## config.mk

```make
export PLATFORM = sky130hd
export DESIGN_NAME = clock_mode_ctrl_flat
export DESIGN_NICKNAME = d
export VERILOG_FILES = /design/src/rtl/clock_mode_ctrl_if.sv /design/src/rtl/clock_mode_ctrl.sv /design/src/flat_wrapper.sv
export SDC_FILE = /design/constraint.sdc
export NUM_CORES = 1
export LEC_CHECK = 0
export BUFFER_PORTS_ARGS = -buffer_cell sky130_fd_sc_hd__buf_2
export CAP_MARGIN = 10
export CORE_ASPECT_RATIO = 0.6
export CORE_UTILIZATION = 45
export DETAILED_ROUTE_END_ITERATION = 8
export PLACE_DENSITY = 0.68
export SYNTH_ARGS = -nofsm -noshare
export SYNTH_HDL_FRONTEND = slang
export SYNTH_SLANG_ARGS = --single-unit
```

## constraint.sdc

```tcl
create_clock -name clk -period 2.6 [get_ports clk]
set_clock_uncertainty 0.2 [all_clocks]
set_input_delay 0.13 -clock clk [delete_from_list [all_inputs] [get_ports clk]]
set_output_delay 0.13 -clock clk [all_outputs]
set_load 0.1 [all_outputs]
```

## src/rtl/clock_mode_ctrl_if.sv

```systemverilog
// Button/tick inputs and registered control outputs of the watch mode controller.
// The master side drives buttons and the 1 Hz tick; the slave side is the controller.
interface clock_mode_ctrl_if;
  logic       enb;
  logic [3:0] btn;
  logic [2:0] mode;
  logic       inc_hour;
  logic       inc_min;
  logic       sel_alarm;
  logic       time_hold;
  logic       sw_toggle;
  logic       sw_clear;
  logic       blink;

  modport master (
    output enb, btn,
    input  mode, inc_hour, inc_min, sel_alarm, time_hold, sw_toggle, sw_clear, blink
  );

  modport slave (
    input  enb, btn,
    output mode, inc_hour, inc_min, sel_alarm, time_hold, sw_toggle, sw_clear, blink
  );
endinterface

```

## src/rtl/clock_mode_ctrl.sv

```systemverilog
// Watch mode controller: turns button presses into state changes and one-cycle strobes,
// with an idle timeout that drops the set states back to NORMAL.
module clock_mode_ctrl #(
  parameter int TIMEOUT_SEC = 10
) (
  input  logic                 clk,
  input  logic                 rst,
  clock_mode_ctrl_if.slave     bus
);

  typedef enum logic [2:0] {
    NORMAL     = 3'd0,
    SET_TIME_H = 3'd1,
    SET_TIME_M = 3'd2,
    SET_ALM_H  = 3'd3,
    SET_ALM_M  = 3'd4,
    STOPWATCH  = 3'd5
  } state_t;

  localparam logic [4:0] TIMEOUT_LIM = 5'(TIMEOUT_SEC);

  state_t     state;
  state_t     next_state;
  logic [3:0] btn_prev;
  logic [3:0] rise;
  logic [4:0] idle_cnt;
  logic [4:0] next_idle;
  logic       next_blink;
  logic       press_back;
  logic       press_mode;
  logic       press_inc;
  logic       press_clear;
  logic       in_set;
  logic       next_in_set;
  logic       accepted;
  logic       req_hour;
  logic       req_min;
  logic       req_toggle;
  logic       req_clear;

  // Only the highest-priority rising edge survives; the rest are dropped.
  assign rise        = bus.btn & ~btn_prev;
  assign press_back  = rise[2];
  assign press_mode  = rise[0] & ~rise[2];
  assign press_inc   = rise[1] & ~rise[2] & ~rise[0];
  assign press_clear = rise[3] & ~rise[2] & ~rise[0] & ~rise[1];

  assign in_set      = (state == SET_TIME_H) || (state == SET_TIME_M) ||
                       (state == SET_ALM_H)  || (state == SET_ALM_M);
  assign next_in_set = (next_state == SET_TIME_H) || (next_state == SET_TIME_M) ||
                       (next_state == SET_ALM_H)  || (next_state == SET_ALM_M);

  assign accepted = in_set & (press_back | press_mode | press_inc);

  always_comb begin
    next_state = state;
    req_hour   = 1'b0;
    req_min    = 1'b0;
    req_toggle = 1'b0;
    req_clear  = 1'b0;
    case (state)
      NORMAL: begin
        if (press_mode) next_state = SET_TIME_H;
      end
      SET_TIME_H: begin
        if (press_back)      next_state = NORMAL;
        else if (press_mode) next_state = SET_TIME_M;
        else if (press_inc)  req_hour = 1'b1;
      end
      SET_TIME_M: begin
        if (press_back)      next_state = NORMAL;
        else if (press_mode) next_state = SET_ALM_H;
        else if (press_inc)  req_min = 1'b1;
      end
      SET_ALM_H: begin
        if (press_back)      next_state = NORMAL;
        else if (press_mode) next_state = SET_ALM_M;
        else if (press_inc)  req_hour = 1'b1;
      end
      SET_ALM_M: begin
        if (press_back)      next_state = NORMAL;
        else if (press_mode) next_state = STOPWATCH;
        else if (press_inc)  req_min = 1'b1;
      end
      STOPWATCH: begin
        if (press_back || press_mode) next_state = NORMAL;
        else if (press_inc)           req_toggle = 1'b1;
        else if (press_clear)         req_clear = 1'b1;
      end
      default: next_state = NORMAL;
    endcase

    // A press in the same cycle as the final tick wins, since accepted blocks the timeout.
    if (in_set && !accepted && bus.enb && (idle_cnt + 5'd1 == TIMEOUT_LIM))
      next_state = NORMAL;
  end

  always_comb begin
    next_idle  = idle_cnt;
    next_blink = bus.blink;
    if (!next_in_set || next_state != state || accepted)
      next_idle = 5'd0;
    else if (bus.enb)
      next_idle = idle_cnt + 5'd1;

    if (!next_in_set)
      next_blink = 1'b0;
    else if (next_state != state)
      next_blink = 1'b1;
    else if (bus.enb)
      next_blink = ~bus.blink;
  end

  // Priming btn_prev with all ones keeps a button held through reset from counting as a press.
  always_ff @(posedge clk) begin
    if (rst) begin
      state         <= NORMAL;
      btn_prev      <= 4'b1111;
      idle_cnt      <= 5'd0;
      bus.inc_hour  <= 1'b0;
      bus.inc_min   <= 1'b0;
      bus.sw_toggle <= 1'b0;
      bus.sw_clear  <= 1'b0;
      bus.sel_alarm <= 1'b0;
      bus.time_hold <= 1'b0;
      bus.blink     <= 1'b0;
    end else begin
      state         <= next_state;
      btn_prev      <= bus.btn;
      idle_cnt      <= next_idle;
      bus.inc_hour  <= req_hour;
      bus.inc_min   <= req_min;
      bus.sw_toggle <= req_toggle;
      bus.sw_clear  <= req_clear;
      bus.sel_alarm <= (next_state == SET_ALM_H) || (next_state == SET_ALM_M);
      bus.time_hold <= (next_state == SET_TIME_H) || (next_state == SET_TIME_M);
      bus.blink     <= next_blink;
    end
  end

  assign bus.mode = state;

endmodule

```

## src/flat_wrapper.sv

```systemverilog
// flat-port wrapper written by rule: the top's interface ports become plain ports
module clock_mode_ctrl_flat 
#(
  parameter int TIMEOUT_SEC = 10
)
  (clk, rst, bus_enb, bus_btn, bus_mode, bus_inc_hour, bus_inc_min, bus_sel_alarm, bus_time_hold, bus_sw_toggle, bus_sw_clear, bus_blink);
  clock_mode_ctrl_if bus_i ();
  input  logic clk;
  input  logic rst;
  input wire logic [$bits(bus_i.enb)-1:0] bus_enb;
  input wire logic [$bits(bus_i.btn)-1:0] bus_btn;
  output wire logic [$bits(bus_i.mode)-1:0] bus_mode;
  output wire logic [$bits(bus_i.inc_hour)-1:0] bus_inc_hour;
  output wire logic [$bits(bus_i.inc_min)-1:0] bus_inc_min;
  output wire logic [$bits(bus_i.sel_alarm)-1:0] bus_sel_alarm;
  output wire logic [$bits(bus_i.time_hold)-1:0] bus_time_hold;
  output wire logic [$bits(bus_i.sw_toggle)-1:0] bus_sw_toggle;
  output wire logic [$bits(bus_i.sw_clear)-1:0] bus_sw_clear;
  output wire logic [$bits(bus_i.blink)-1:0] bus_blink;
  assign bus_i.enb = bus_enb;
  assign bus_i.btn = bus_btn;
  assign bus_mode = bus_i.mode;
  assign bus_inc_hour = bus_i.inc_hour;
  assign bus_inc_min = bus_i.inc_min;
  assign bus_sel_alarm = bus_i.sel_alarm;
  assign bus_time_hold = bus_i.time_hold;
  assign bus_sw_toggle = bus_i.sw_toggle;
  assign bus_sw_clear = bus_i.sw_clear;
  assign bus_blink = bus_i.blink;
  clock_mode_ctrl #(.TIMEOUT_SEC(TIMEOUT_SEC)) u_core (.clk(clk), .rst(rst), .bus(bus_i));
endmodule
```

== After elaboration in Yosys (flattened, before gate mapping) ==
Index checks and enable logic that the tools add are counted.
Widths: inputs -> output; s select.

* Multiplexer cells: 18
* Equality and inequality tests: 11
* Reduce and logical (&&, ||, !) cells: 25
* Shift operators: 0
* $add $sub $neg: 1
* Div/mod/pow operators: 0
* Magnitude comparators: 0
* Bitwise logic cells: 19
* $mul: 0

{| class="wikitable"
|+ Operators with widths
! operator !! count
|-
| $mux 3 || 11
|-
| $pmux 3 s6 || 1
|-
| $eq 3x2->1 const B || 4
|-
| $reduce_or 2->1 || 6
|-
| $logic_or 1x1->1 || 10
|-
| $eq 3x3->1 const B || 3
|-
| $not 1->1 || 8
|-
| $and 1x1->1 || 7
|-
| $eq 3x1->1 const B || 2
|-
| $mux 1 || 6
|-
| $add 5x1->5 const B || 1
|-
| $eq 5x4->1 const B || 1
|-
| $and 4x4->4 || 1
|-
| $not 4->4 || 1
|-
| $reduce_or 4->1 || 1
|-
| $logic_and 1x1->1 || 3
|-
| $logic_not 3->1 || 1
|-
| $ne 3x3->1 || 1
|-
| $reduce_or 3->1 || 1
|-
| $logic_not 1->1 || 2
|-
| $or 1x1->1 || 2
|-
| $reduce_bool 2->1 || 1
|}

* Memories: 0
* Flip-flop bits (word level): 19
* Input port bits: 7
* Latch bits: 0
* Logic and storage cells: 84
* RAM bits: 0
* Output and inout bits: 10
* ROM bits: 0

== Longest topological paths before layout ==
* Depth in word-level cells: 20
* Mapped depth: 6
* Mapped depth without buffers: 6

== Least setup slack after synthesis ==
Ideal clock, no wire load.

* Path kind: flip-flop to flip-flop
* From: reg u_core.state[1] (netlist: u_core.bus.mode[1])
* To: reg u_core.bus.time_hold
* Period minus slack after synthesis: 2.298 ns
* Library setup time: 0.100 ns
* Stages on the path, launching flop included: 6
* Required time: 2.300 ns
* Arrival: 1.999 ns
* Path slack: 0.302 ns
* Path buffers: 1
* Path through: dfxtp_1 buf_2 nor2b_1 a21oi_1 o31ai_4 a2111oi_4

* Longest elaborated chain between the ends: 12
* Elaborated cells between the ends (all ways): 29
* Those cells by class: 7 x eq/ne; 12 x mux; 1 x bitwise; 9 x reduce/logical

{| class="wikitable"
|+ Ends and longest elaborated chain
! item !! RTL line !! source
|-
| from (decl) || clock_mode_ctrl.sv:22 || <nowiki>state_t state;</nowiki>
|-
| from (signal assigned) || clock_mode_ctrl.sv:128 || <nowiki>state <= next_state;</nowiki>
|-
| $eq 3x1->1 / $eq 3x2->1 (equally long branches) || clock_mode_ctrl.sv:48, clock_mode_ctrl.sv:61 ||
|-
| $logic_or 1x1->1 (2 in a row) || clock_mode_ctrl.sv:48 || <nowiki>assign in_set = (state == SET_TIME_H) || (state == SET_TIME_M) ||</nowiki>
|-
| $logic_or 1x1->1 || clock_mode_ctrl.sv:49 || <nowiki>(state == SET_ALM_H) || (state == SET_ALM_M);</nowiki>
|-
| $and 1x1->1 || clock_mode_ctrl.sv:53 || <nowiki>assign accepted = in_set & (press_back | press_mode | press_inc);</nowiki>
|-
| $logic_not 1->1 || clock_mode_ctrl.sv:94 || <nowiki>if (in_set && !accepted && bus.enb && (idle_cnt + 5'd1 == TIMEOUT_LIM))</nowiki>
|-
| $logic_and 1x1->1 (3 in a row) || clock_mode_ctrl.sv:94 ||
|-
| $mux 3 (*) || clock_mode_ctrl.sv:94 ||
|-
| $eq 3x1->1 / $eq 3x2->1 (equally long branches) || clock_mode_ctrl.sv:136 || <nowiki>bus.time_hold <= (next_state == SET_TIME_H) || (next_state == SET_TIME_M);</nowiki>
|-
| $logic_or 1x1->1 (*) || clock_mode_ctrl.sv:136 ||
|-
| to (signal assigned) || clock_mode_ctrl.sv:136 ||
|-
| to (decl) || clock_mode_ctrl_if.sv:22 || <nowiki>output mode, inc_hour, inc_min, sel_alarm, time_hold, sw_toggle, sw_clear, blink</nowiki>
|}

Mark *: on every way between the ends. The rest lies on a longest branch, timed or not.
A chain may end at the register's enable or synchronous reset.

== Worst setup path after layout ==
* From: reg u_core.idle_cnt[0]
* To: reg u_core.bus.time_hold

* Longest elaborated chain between the ends: 6
* Elaborated cells between the ends (all ways): 7
* Those cells by class: 1 x add/sub; 3 x eq/ne; 1 x mux; 2 x reduce/logical

{| class="wikitable"
|+ Ends and longest elaborated chain
! item !! RTL line !! source
|-
| from (decl) || clock_mode_ctrl.sv:26 || <nowiki>logic [4:0] idle_cnt;</nowiki>
|-
| from (signal assigned) || clock_mode_ctrl.sv:130 || <nowiki>idle_cnt <= next_idle;</nowiki>
|-
| $add 5x1->5 (*) || clock_mode_ctrl.sv:94 ||
|-
| $eq 5x4->1 (*) || clock_mode_ctrl.sv:94 ||
|-
| $logic_and 1x1->1 (*) || clock_mode_ctrl.sv:94 ||
|-
| $mux 3 (*) || clock_mode_ctrl.sv:94 ||
|-
| $eq 3x1->1 / $eq 3x2->1 (equally long branches) || clock_mode_ctrl.sv:136 ||
|-
| $logic_or 1x1->1 (*) || clock_mode_ctrl.sv:136 ||
|}

Marks and branches as above.

==> flow_summary_export.csv <==
group,metric,value,unit
status,outcome,"completed",
drt,vias,870,
final_layout,syn_to_final_growth,21.2,%
drt,routed_wl,2.14,mm
logic_synthesis,avgSynthCellArea,9.01,um2
sta,slew_headroom,0.670,
critical_path,cpMaxStageDelayCell,"dfxtp_1",
clock_tree,clk-insertion-delay-late,0.31,ns
clock_tree,ctsLongestPathBuffers,2,
logic_synthesis,synth_cells,108,
logic_synthesis,syn_nets,117,
clock_tree,ctsHoldBuffers,10,
final_layout,layout.nets,142,
drt,drcViolationCount,0,
logic_synthesis,ys_ff_latch,19,
logic_synthesis,synth.distinct_cells,38,
drt,firstDrtPassIters,4,
grt,antenna_found_initial,0,
grt,grt_max_degree,15,
logic_synthesis,yosys-top-cells-area,"dfxtp_1, a21oi_1, xor2_1",
floorplan,die_h,38.0,um
clock_tree,tritoncts,"built",
floorplan,io-pin-count,17,
sta,fin_crit_sh,0.814,
sta,final_max_slew_viol_count,0,
grt,grt_pass1_wl,3.45,mm
hold_path,min_path_cells,2,
critical_path,critPathMaxStageDelay,0.38,ns
critical_path,timing.rr.end,"u_core.bus.time_hold",
final_layout,drive_gt1_frac,0.220,
critical_path,r2r_setup_slack,0.48,ns
floorplan,coreArea,0.00194,mm2
floorplan,start_util,0.503,
pwr,p_leak,0.454,nW
grt,grt_pass1_vias,765,
critical_path,crit_fanout,6,
logic_synthesis,synth_area,973,um2
final_layout,fin_area,0.00118,mm2
final_layout,multi_input_area,547,um2
clock_tree,ctsHtreeMaxLevel,1,
critical_path,rr_startpoint,"u_core.idle_cnt[0]",
critical_path,worstRegToRegCells,6,
clock_tree,clk_pin_slew_worst_paths,0.11,ns
logic_synthesis,synth_largest_area_cell,"dfxtp_1",
place,io_buffers,16,
sta,setup_viol,0,
critical_path,critPathKind,"reg2reg",
floorplan,rows,12,
final_layout,seq_area,380,um2
logic_synthesis,ys_seq_area_frac,0.391,
place,post_dp_cell_area,0.00105,mm2
sta,rsz0062_at_grt,"no",
sta,finalCriticalPeriod,2.12,ns
logic_synthesis,ys_warn_count,0,
final_layout,insertedDiodeCount,0,
critical_path,crit_arrival,2.13,ns
logic_synthesis,synth_ff_type,"dfxtp_1",
sta,setup_tns,0,ns
logic_synthesis,synth_common_cells,"dfxtp_1, a21oi_1, nand2_1, nor3_1, xor2_1",
grt,grt_remaining_overflow,0,
hold_path,hp-class,"reg2reg",
floorplan,die_area,0.00236,mm2
floorplan,die_w,62.0,um
sta,tightest_slew,0.494,ns
clock_tree,cts_root_buf,"clkbuf_4",
drt,post_drt_wl_per_cell,13.4,um
critical_path,critical-path-top-delay-family,"compound AO/OA/AOI/OAI gates",
place,dp_hpwl,1.51,mm
flow_run,drv_cap,0,
drt,ant_nets,0,
pwr,power.density,453,mW/mm2
logic_synthesis,synth.most_common_cell,"dfxtp_1",
clock_tree,cts_made_buffers,3,
place,place_congestion,0.852,
clock_tree,post_cts_buffers,0,
logic_synthesis,synth.top_cell.area_share,0.391,
critical_path,start_kind,"flop",
sta,hold_viol,0,
critical_path,endpoint_kind,"flop",
logic_synthesis,synthArstFlopShare,0,
logic_synthesis,synth-edff-count,0,
critical_path,path_buf_inv,0,
critical_path,crit_chain,"ha_1 > and3_1 > o211a_1 > o21ai_2 > o31ai_4 > a2111oi_4",
drt,drt_iter0_markers,45,
drt,avgViaCountPerCell,5.44,
critical_path,cp.required,2.61,ns
clock_tree,post_cts_resized,0,
clock_tree,clock_sinks,19,
hold_path,hold_end,"u_core.bus.sw_clear",
hold_path,hp-start,"u_core.btn_prev[3]",
sta,fmax,0.473,GHz
grt,gr-usage-all-layers,0.212,
final_layout,nFillCells,175,
pwr,ir_drop,276,uV
==> cells by family (layout without fill, tap and decap cells) <==
kind of cell / after synthesis / after routing / share of synthesized area
compound gates: 27 / 27 / 0.224
xor+xnor: 7 / 7 / 0.0630
fa+ha+maj: 2 / 2 / 0.0257
buf+inv: 9 / 33 / 0.0475
flops: 19 / 19 / 0.391
simple gates: 44 / 44 / 0.249
==> cell usage in the layout, fill, tap and decap left out, types with 2 or more instances in the layout <==
master / count
a21oi_1: 9
buf_2: 16
clkbuf_4: 3
dfxtp_1: 19
dlygate4sd3_1: 10
ha_1: 2
inv_1: 3
nand2_1: 8
nand2b_1: 3
nand3_1: 3
nand4_1: 2
nor2_1: 2
nor2b_1: 4
nor3_1: 8
nor3b_1: 2
nor4_1: 2
o211a_1: 2
o211ai_1: 3
o21ai_0: 4
or2_2: 4
xnor2_1: 2
xor2_1: 5
==> worst register-to-register path, delay by kind of cell, from the launching register on <==
kind,cells,cell delay (ns)
adder cells (fa/ha/maj),1,0.29
flip-flops,1,0.38
AO/OA/AOI/OAI,4,0.94
AND/OR/NAND/NOR,1,0.21
==> layer usage <==
metal,vias up,track usage,part of all wire
met5,-,0,0
met4,0,0.0500,0.010
met3,4,0.0709,0.069
met2,32,0.314,0.41
met1,397,0.296,0.51
li1,437,-,-
==> power breakdown <==
part / internal [mW] / leakage, nW / switching [mW]
Clock: 0.0600 / 0.0150 / 0.0948
Combinational: 0.0313 / 0.285 / 0.0469
Sequential: 0.297 / 0.155 / 0.00471
==> per-stage QoR <==
| stage | utilization | cells | power (mW) | hold WS [ns] | setup WS [ns] |
|---|---|---|---|---|---|
| floorplan | - | 108 | 0.359 | 0.00622 | 0.302 |
| global route | 0.609 | 160 | 0.558 | 0.322 | 0.379 |
| global placement | 0.544 | 146 | 0.373 | 0.132 | 0.591 |
| detailed placement | 0.544 | 146 | 0.374 | 0.136 | 0.517 |
| CTS | 0.609 | 160 | 0.537 | 0.286 | 0.482 |
| finish | 0.609 | 160 | 0.535 | 0.285 | 0.484 |
==> sequential cells by signal, indices dropped and copies added, names as in the netlist <==
name and flops:
u_core.bus.inc_hour 1, u_core.bus.blink 1, u_core.idle_cnt 5, u_core.bus.time_hold 1, u_core.bus.sw_clear 1, u_core.bus.sel_alarm 1, u_core.bus.mode 3, u_core.btn_prev 4
u_core.bus.inc_min 1, u_core.bus.sw_toggle 1
==> how the worst max path moves through the flow <==
stage / depth (start not counted) / from / end
floorplan: 5 / u_core.bus.mode[1] / u_core.bus.time_hold
global placement: 6 / u_core.idle_cnt[0] / u_core.idle_cnt[1]
detailed placement: 6 / u_core.idle_cnt[0] / u_core.bus.time_hold
CTS: 6 / u_core.idle_cnt[0] / u_core.bus.time_hold
global route: 6 / u_core.idle_cnt[0] / u_core.bus.time_hold
finish: 6 / u_core.idle_cnt[0] / u_core.bus.time_hold
==> area by class of cell <==
class                      instances  area share
multi-input combinational         80       0.463
sequential                        19       0.322
timing repair buffer              26       0.153
tap                               28      0.0297
clock buffer                       4      0.0223
inverter                           3     0.00954
Note: power is estimated with default switching activity, not from simulation.
